File: src/rtl/mul_arb.sv
// mul_arb: two-requester round-robin front end for a shared multiplier.
//
// Ports
//   mul_clk, reset                clock (rising edge), synchronous active-high reset
//   reqN_valid/ready/x/y/signed   request channel N (accept on valid && ready)
//   rspN_valid/ready/result/err   response channel N (taken on valid && ready)
//   m_mul, m_x, m_y, m_signed     start pulse and operands to the multiplier
//   m_complete, m_result          completion strobe and product from the multiplier
//
// Parameter
//   MAX_WAIT                      WAIT cycles allowed for m_complete before abort
//
// Build option
//   MUL_ARB_ZERO_BYPASS_EN        when defined, requests with a zero operand
//                                 skip the multiplier and answer 0 directly
//
// state | meaning
// IDLE  | arbitrate between requesters, ready is combinational
// ISSUE | one-cycle m_mul pulse with latched operands
// WAIT  | wait for m_complete, abort after MAX_WAIT cycles
// RESP  | hold owner's response until rsp_ready

module mul_arb #(
  parameter int MAX_WAIT = 80
) (
  input  logic        mul_clk,
  input  logic        reset,
  input  logic        req0_valid,
  output logic        req0_ready,
  input  logic [31:0] req0_x,
  input  logic [31:0] req0_y,
  input  logic        req0_signed,
  input  logic        req1_valid,
  output logic        req1_ready,
  input  logic [31:0] req1_x,
  input  logic [31:0] req1_y,
  input  logic        req1_signed,
  output logic        rsp0_valid,
  input  logic        rsp0_ready,
  output logic [63:0] rsp0_result,
  output logic        rsp0_err,
  output logic        rsp1_valid,
  input  logic        rsp1_ready,
  output logic [63:0] rsp1_result,
  output logic        rsp1_err,
  output logic        m_mul,
  output logic [31:0] m_x,
  output logic [31:0] m_y,
  output logic        m_signed,
  input  logic        m_complete,
  input  logic [63:0] m_result
);

  typedef enum logic [1:0] {IDLE, ISSUE, WAIT, RESP} state_t;

  // The WAIT cycle whose count is MAX_WAIT-1 is the last one allowed.
  localparam logic [6:0] WAIT_LAST = 7'(MAX_WAIT - 1);

  state_t      state;
  logic        ptr;
  logic        owner;
  logic [6:0]  wait_cnt;

  logic        grant0;
  logic        grant1;
  logic [31:0] sel_x;
  logic [31:0] sel_y;
  logic        sel_signed;
  logic        zero_op;
  logic        rsp_done;

  always_comb begin
    // reset gates ready so no handshake can be seen while reset is held
    grant0     = !reset && (state == IDLE) && req0_valid && (!req1_valid || !ptr);
    grant1     = !reset && (state == IDLE) && req1_valid && (!req0_valid ||  ptr);
    sel_x      = grant1 ? req1_x      : req0_x;
    sel_y      = grant1 ? req1_y      : req0_y;
    sel_signed = grant1 ? req1_signed : req0_signed;
`ifdef MUL_ARB_ZERO_BYPASS_EN
    zero_op    = (sel_x == 32'd0) || (sel_y == 32'd0);
`else
    zero_op    = 1'b0;
`endif
    rsp_done   = owner ? rsp1_ready : rsp0_ready;
  end

  assign req0_ready = grant0;
  assign req1_ready = grant1;

  always_ff @(posedge mul_clk) begin
    if (reset) begin
      state       <= IDLE;
      ptr         <= 1'b0;
      owner       <= 1'b0;
      wait_cnt    <= 7'd0;
      m_mul       <= 1'b0;
      m_x         <= 32'd0;
      m_y         <= 32'd0;
      m_signed    <= 1'b0;
      rsp0_valid  <= 1'b0;
      rsp0_result <= 64'd0;
      rsp0_err    <= 1'b0;
      rsp1_valid  <= 1'b0;
      rsp1_result <= 64'd0;
      rsp1_err    <= 1'b0;
    end else begin
      case (state)
        IDLE: begin
          if (grant0 || grant1) begin
            owner <= grant1;
            ptr   <= !grant1;
            if (zero_op) begin
              state       <= RESP;
              rsp0_valid  <= !grant1;
              rsp1_valid  <= grant1;
              rsp0_result <= 64'd0;
              rsp1_result <= 64'd0;
              rsp0_err    <= 1'b0;
              rsp1_err    <= 1'b0;
            end else begin
              state    <= ISSUE;
              m_mul    <= 1'b1;
              m_x      <= sel_x;
              m_y      <= sel_y;
              m_signed <= sel_signed;
            end
          end
        end
        ISSUE: begin
          m_mul    <= 1'b0;
          wait_cnt <= 7'd0;
          state    <= WAIT;
        end
        WAIT: begin
          // completion on the final allowed cycle still wins over the abort
          if (m_complete || (wait_cnt == WAIT_LAST)) begin
            state    <= RESP;
            m_x      <= 32'd0;
            m_y      <= 32'd0;
            m_signed <= 1'b0;
            if (!owner) begin
              rsp0_valid  <= 1'b1;
              rsp0_result <= m_complete ? m_result : 64'd0;
              rsp0_err    <= !m_complete;
            end else begin
              rsp1_valid  <= 1'b1;
              rsp1_result <= m_complete ? m_result : 64'd0;
              rsp1_err    <= !m_complete;
            end
          end else begin
            wait_cnt <= wait_cnt + 7'd1;
          end
        end
        RESP: begin
          if (rsp_done) begin
            state       <= IDLE;
            rsp0_valid  <= 1'b0;
            rsp0_result <= 64'd0;
            rsp0_err    <= 1'b0;
            rsp1_valid  <= 1'b0;
            rsp1_result <= 64'd0;
            rsp1_err    <= 1'b0;
          end
        end
        default: state <= IDLE;
      endcase
    end
  end

endmodule

File: config.mk
export PLATFORM = sky130hd
export DESIGN_NAME = mul_arb
export DESIGN_NICKNAME = d
export VERILOG_FILES = /design/src/rtl/mul_arb.sv
export SDC_FILE = /design/constraint.sdc
export NUM_CORES = 1
export LEC_CHECK = 0
export CORE_AREA = 3 3 153 155
export CTS_CLUSTER_DIAMETER = 30
export CTS_CLUSTER_SIZE = 28
export DETAILED_ROUTE_END_ITERATION = 7
export DIE_AREA = 0 0 156 158
export MAX_ROUTING_LAYER = met4
export PLACE_DENSITY = 0.86
export SYNTH_ARGS = -nofsm -noshare
export SYNTH_HDL_FRONTEND = slang
export SYNTH_SLANG_ARGS = --single-unit
File: constraint.sdc
create_clock -name mul_clk -period 5.6 [get_ports mul_clk]
set_input_delay 0.84 -clock mul_clk [delete_from_list [all_inputs] [get_ports mul_clk]]
set_output_delay 0.84 -clock mul_clk [all_outputs]
set_load 0.005 [all_outputs]
## Word-level counts from Yosys, hierarchy flattened

Cells that the tools add are included.
Widths: inputs -> output; s select.

| operators by class | value |
|---|---|
| add/sub/neg operators | 1 |
| eq/ne operators | 10 |
| multiplexer cells | 41 |
| reduce and logical (&&, ||, !) cells | 27 |

Operators by type and width:

| cell | number |
|---|---|
| $mux 64 | 6 |
| $pmux 64 s2 | 2 |
| $mux 32 | 5 |
| $pmux 32 s2 | 2 |
| $mux 1 | 14 |
| $pmux 7 s2 | 1 |
| $pmux 1 s2 | 6 |
| $ne 2x2->1 const B | 5 |
| $pmux 2 s4 | 1 |
| $reduce_and 4->1 | 2 |
| $reduce_bool 2->1 | 4 |
| $add 7x1->7 const B | 1 |
| $eq 7x7->1 const B | 1 |
| $mux 7 | 1 |
| $logic_not 1->1 | 6 |
| $mux 2 | 3 |
| $reduce_and 2->1 | 3 |
| $reduce_and 3->1 | 2 |
| $logic_and 1x1->1 | 5 |
| $eq 2x2->1 const B | 2 |
| $logic_or 1x1->1 | 4 |
| $eq 2x1->1 const B | 1 |
| $logic_not 2->1 | 1 |
| $ne 2x1->1 const B | 1 |

| word-level totals | value |
|---|---|
| bits in registers | 209 |
| input bits | 201 |
| output and inout port bits | 200 |
| word-level logic and storage cells | 93 |

## Depth between registers and ports, before layout

| logic depth | value |
|---|---|
| depth after elaboration | 7 |
| gate-level depth with buffers | 10 |
| depth with buffers taken out | 6 |

## Least setup slack after synthesis

No wires, ideal clock.

| timing path | value |
|---|---|
| path type | input to output |
| from | input port reset |
| to | output port req1_ready |
| data arrival time | 1849 ps |
| data required time | 4760 ps |
| setup slack | 2911 ps |
| cell stages on the path | 6 |
| path buffers | 3 |
| cell sequence | clkbuf_1 -> nor2b_1 -> nand3_1 -> buf_2 -> buf_2 -> inv_1 |

| between the ends | value |
|---|---|
| cells in the longest elaborated chain, start to end | 4 |

RTL lines:

| what | RTL line | source |
|---|---|---|
| from (decl) | 27 | `input logic reset,` |
| $logic_not 1->1 | 75 | `grant1 = !reset && (state == IDLE) && req1_valid && (!req0_valid \|\| ptr);` |
| $logic_and 1x1->1 (3 in series) | 75 |  |
| to (decl) | 34 | `output logic req1_ready,` |

Every way passes these cells.

## Worst setup path after layout

| timing path | value |
|---|---|
| from | input port reset |
| to | output port req0_ready |

| between the ends | value |
|---|---|
| cells in the longest elaborated chain, start to end | 4 |

RTL lines:

| what | RTL line | source |
|---|---|---|
| $logic_not 1->1 | 74 | `grant0 = !reset && (state == IDLE) && req0_valid && (!req1_valid \|\| !ptr);` |
| $logic_and 1x1->1 (3 in series) | 74 |  |
| to (decl) | 29 | `output logic req0_ready,` |

Every way passes these cells.

==> results.py <==
metrics = {
    "synth": {
        "synthMuxAreaShare_pct": 23.9,
        "ys_warn_count": 0,
        "synthDistinctLibCells": 40,
        "synth_top_family_by_area": "multiplexers",
        "synth_seq_area_share_pct": 50.5,
        "synth_fa_ha_area_share_pct": 0.905,
        "ys_ff_latch": 209,
        "synth-edff-count": 0,
        "async_flop_share_pct": 0,
        "yosys.area_share.simple_pct": 11.5,
        "synth_area_mm2": 0.00829,
        "synthCells": 809,
        "ys.flop_type": "dfxtp_1",
        "synth_compound_area_share_pct": 9.41,
        "syn_avg_cell_area_um2": 10.3,
        "synth_xor_area_share_pct": 0,
        "synth_nets": 1016,
    },
    "status": {
        "run_status": "completed",
    },
    "timing": {
        "max_freq_mhz": 266,
        "period_share_pct": 67.2,
        "fin_skew_ns": 0.0165,
        "drv_slew": 0,
        "tightest_slew_ns": 1.13,
        "setup-tns-final_ns": 0,
        "finalSetupViolations": 0,
        "relSlewSlack_pct": 24.8,
        "finalHoldViolations": 0,
        "rsz0062_at_grt": "false",
        "min_period_ns": 3.76,
    },
    "power": {
        "p_int_uw": 4760,
        "p_per_area_mw_per_mm2": 454,
        "p_sw_share_pct": 26.0,
        "peakVddDrop_mv": 0.288,
        "p_comb_share_pct": 23.5,
        "p_clk_share_pct": 45.9,
        "fin_total_pwr_uw": 6430,
        "power.net_switching_uw": 1670,
        "p_leak_uw": 0.00633,
        "pwr-share-seq_pct": 30.6,
    },
    "floorplan": {
        "fp.dieW_um": 156,
        "initial_core_util_pct": 37.8,
        "rows": 54,
        "pin_count": 401,
        "die_area_mm2": 0.0246,
        "core-area_mm2": 0.0220,
        "die_y_um": 158,
    },
    "hold_path": {
        "min_path_type": "reg -> reg",
        "holdPathStages": 2,
        "min_to": "rsp0_result[0]",
        "hold_start": "rsp0_result[0]",
    },
    "drt": {
        "ant_nets": 0,
        "wl_per_cell_um": 19.0,
        "drt-total-wl_mm": 28.9,
        "drtIter0Drc": 321,
        "vias": 7611,
        "remaining_drc_errors": 0,
        "avgViaCountPerCell": 5.00,
        "first_pass_iters": 4,
    },
    "setup_path": {
        "cp_slowest_stage_delay_ns": 0.79,
        "r2r_end": "rsp1_result[11]",
        "critical-path-top-delay-family": "buffers and inverters",
        "end_kind": "output port",
        "crit_required_ns": 4.76,
        "path_buf_inv": 2,
        "startpoint_type": "input port",
        "cp_max_fo": 17,
        "worst-setup-path-type": "in -> out",
        "crit_path_cell_trace": "clkdlybuf4s50_1, nor2b_1, nand2_1, a21oi_1, clkdlybuf4s50_1",
        "cp_slowest_cell": "clkdlybuf4s50_1",
        "cp.arrival_ns": 2.92,
        "crit_top_cell": "clkdlybuf4s50_1",
        "r2r_slack_ns": 2.62,
        "rr_worst_depth": 7,
        "reg2reg_from": "state[0]",
    },
    "cts": {
        "h-tree-depth": 2,
        "numCtsBuffers": 45,
        "clkLatencyLatePin_ns": 0.52,
        "hold_buffers": 0,
        "numClockSinks": 209,
        "cts_buffer_depth": 3,
        "cts_resized": 0,
        "root_buffer": "clkbuf_16",
        "cts_tree": "done",
        "post_cts_buffers": 0,
        "cts.clk_slew.worst_paths_ns": 0.04,
    },
    "global_routing": {
        "antenna_found_initial": 3,
        "grt_pass1_wl_mm": 43.9,
        "track_usage_pct": 22.9,
        "grt_pass1_vias": 8098,
        "grt.overflow.total": 0,
        "grt_max_degree": 97,
    },
    "placement": {
        "dpl_cell_area_mm2": 0.0124,
        "port_buffers": 400,
        "gp_congestion": 0.862,
        "placedCellCount": 1436,
        "dp_hpwl_mm": 20.0,
    },
    "finish": {
        "fillers": 1665,
        "area_delta_synth_final_pct": 70.9,
        "final_cells": 1523,
        "drive_gt1_share_pct": 7.74,
        "fin_util_pct": 64.5,
        "fin_area_mm2": 0.0142,
        "nets": 1410,
    },
    "run": {
        "drv_cap": 0,
    },
}
-- worst register-to-register path, stage by stage (launching register included) --
cell and delay, ns:
dfxtp_1 0.35, inv_1 0.12, ha_1 0.36, nand2b_1 0.16, a31oi_1 0.27, or3_4 0.85
buf_4 0.51, mux2i_1 0.26
-- metrics by stage --
| step | hold WS [ns] | worst slack [ns] |
|---|---|---|
| 6_report | 0.453 | 1.84 |
| 4_1_cts | 0.458 | 1.81 |
| 2_1_floorplan | 0.454 | 2.91 |
| 3_5_place_dp | 0.445 | 1.81 |
| 5_1_grt | 0.476 | 1.69 |
| 3_3_place_gp | 0.444 | 1.87 |
-- cell usage after synthesis (all sizes together) (2+ instances only) --
cell     instances  area, um2
o211ai           3       22.5
o2bb2ai         65        569
ha               6       75.1
a211oi           3       22.5
a21oi           11       55.1
o21ai            2       10.0
buf             26        173
nor2b            4       25.0
or3              3       18.8
nor2             7       26.3
dfxtp          209       4180
inv              5       18.8
clkbuf          34        128
nand2b           5       31.3
nor3b            2       15.0
nand3            5       25.0
nand2          203        762
mux2i          198       1980
-- cell type report --
type / instances / area (um2) / area share (%)
antenna: 3 / 7.51 / 0.0530
clock buffer: 63 / 1360 / 9.57
clock inverter: 21 / 363 / 2.56
inverter: 5 / 21.3 / 0.150
multi-input combinational: 535 / 3830 / 27.1
sequential: 209 / 4180 / 29.5
tap: 280 / 350 / 2.47
timing repair buffer: 407 / 4060 / 28.6
-- per-layer routing --
metal	part of all wire (%)	track usage [%]
met5	0	-
met4	2.3	7.53
met3	8.9	7.90
met2	50	39.3
met1	39	25.1
-- power by group through the flow --
stage / sequential (uW) / combinational [uW] / clock, uW
floorplan: 1980 / 607 / 0
global placement: 1970 / 1490 / 0
detailed placement: 1980 / 1500 / 0
CTS: 1970 / 1520 / 2990
global route: 2000 / 1610 / 3080
finish: 1970 / 1510 / 2950
-- flip-flops by register name, summed over array words and instances (netlist names) --
| name | flops |
|---|---|
| owner | 1 |
| wait_cnt | 7 |
| m_y | 32 |
| rsp0_result | 64 |
| m_x | 32 |
| m_mul | 1 |
| state | 2 |
| rsp0_valid | 1 |
| rsp0_err | 1 |
| rsp1_err | 1 |
| ptr | 1 |
| rsp1_valid | 1 |
| rsp1_result | 64 |
| m_signed | 1 |
-- how the worst max path moves through the flow --
stage,slack [ns],startpoint,depth (start not counted),endpoint
finish,1.84,reset,5,req0_ready
global route,1.69,reset,5,req0_ready
global placement,1.87,reset,6,rsp0_result[0]
detailed placement,1.81,reset,6,rsp1_result[11]
floorplan,2.91,reset,6,req1_ready
CTS,1.81,reset,5,req0_ready
-- cell families (layout without fill, tap and decap cells) --
group,after synthesis,count (layout)
simple gates,235,235
flops,209,209
mux,198,198
compound gates,96,96
buf+inv,65,496
fa+ha+maj,6,6
other cells,0,3
-- placed cells by master (no fill, tap or decap), types with 5 or more instances in the layout --
master,Yosys,routed
a21oi_1,11,10
bufinv_16,0,9
buf_4,5,7
clkbuf_8,0,12
o2bb2ai_1,65,65
nand2b_1,5,5
nor2_1,7,6
clkdlybuf4s50_1,0,400
nand2_1,203,202
mux2i_1,198,198
clkbuf_16,0,47
dfxtp_1,209,209
ha_1,6,6
Note: power is estimated with default switching activity, not from simulation.
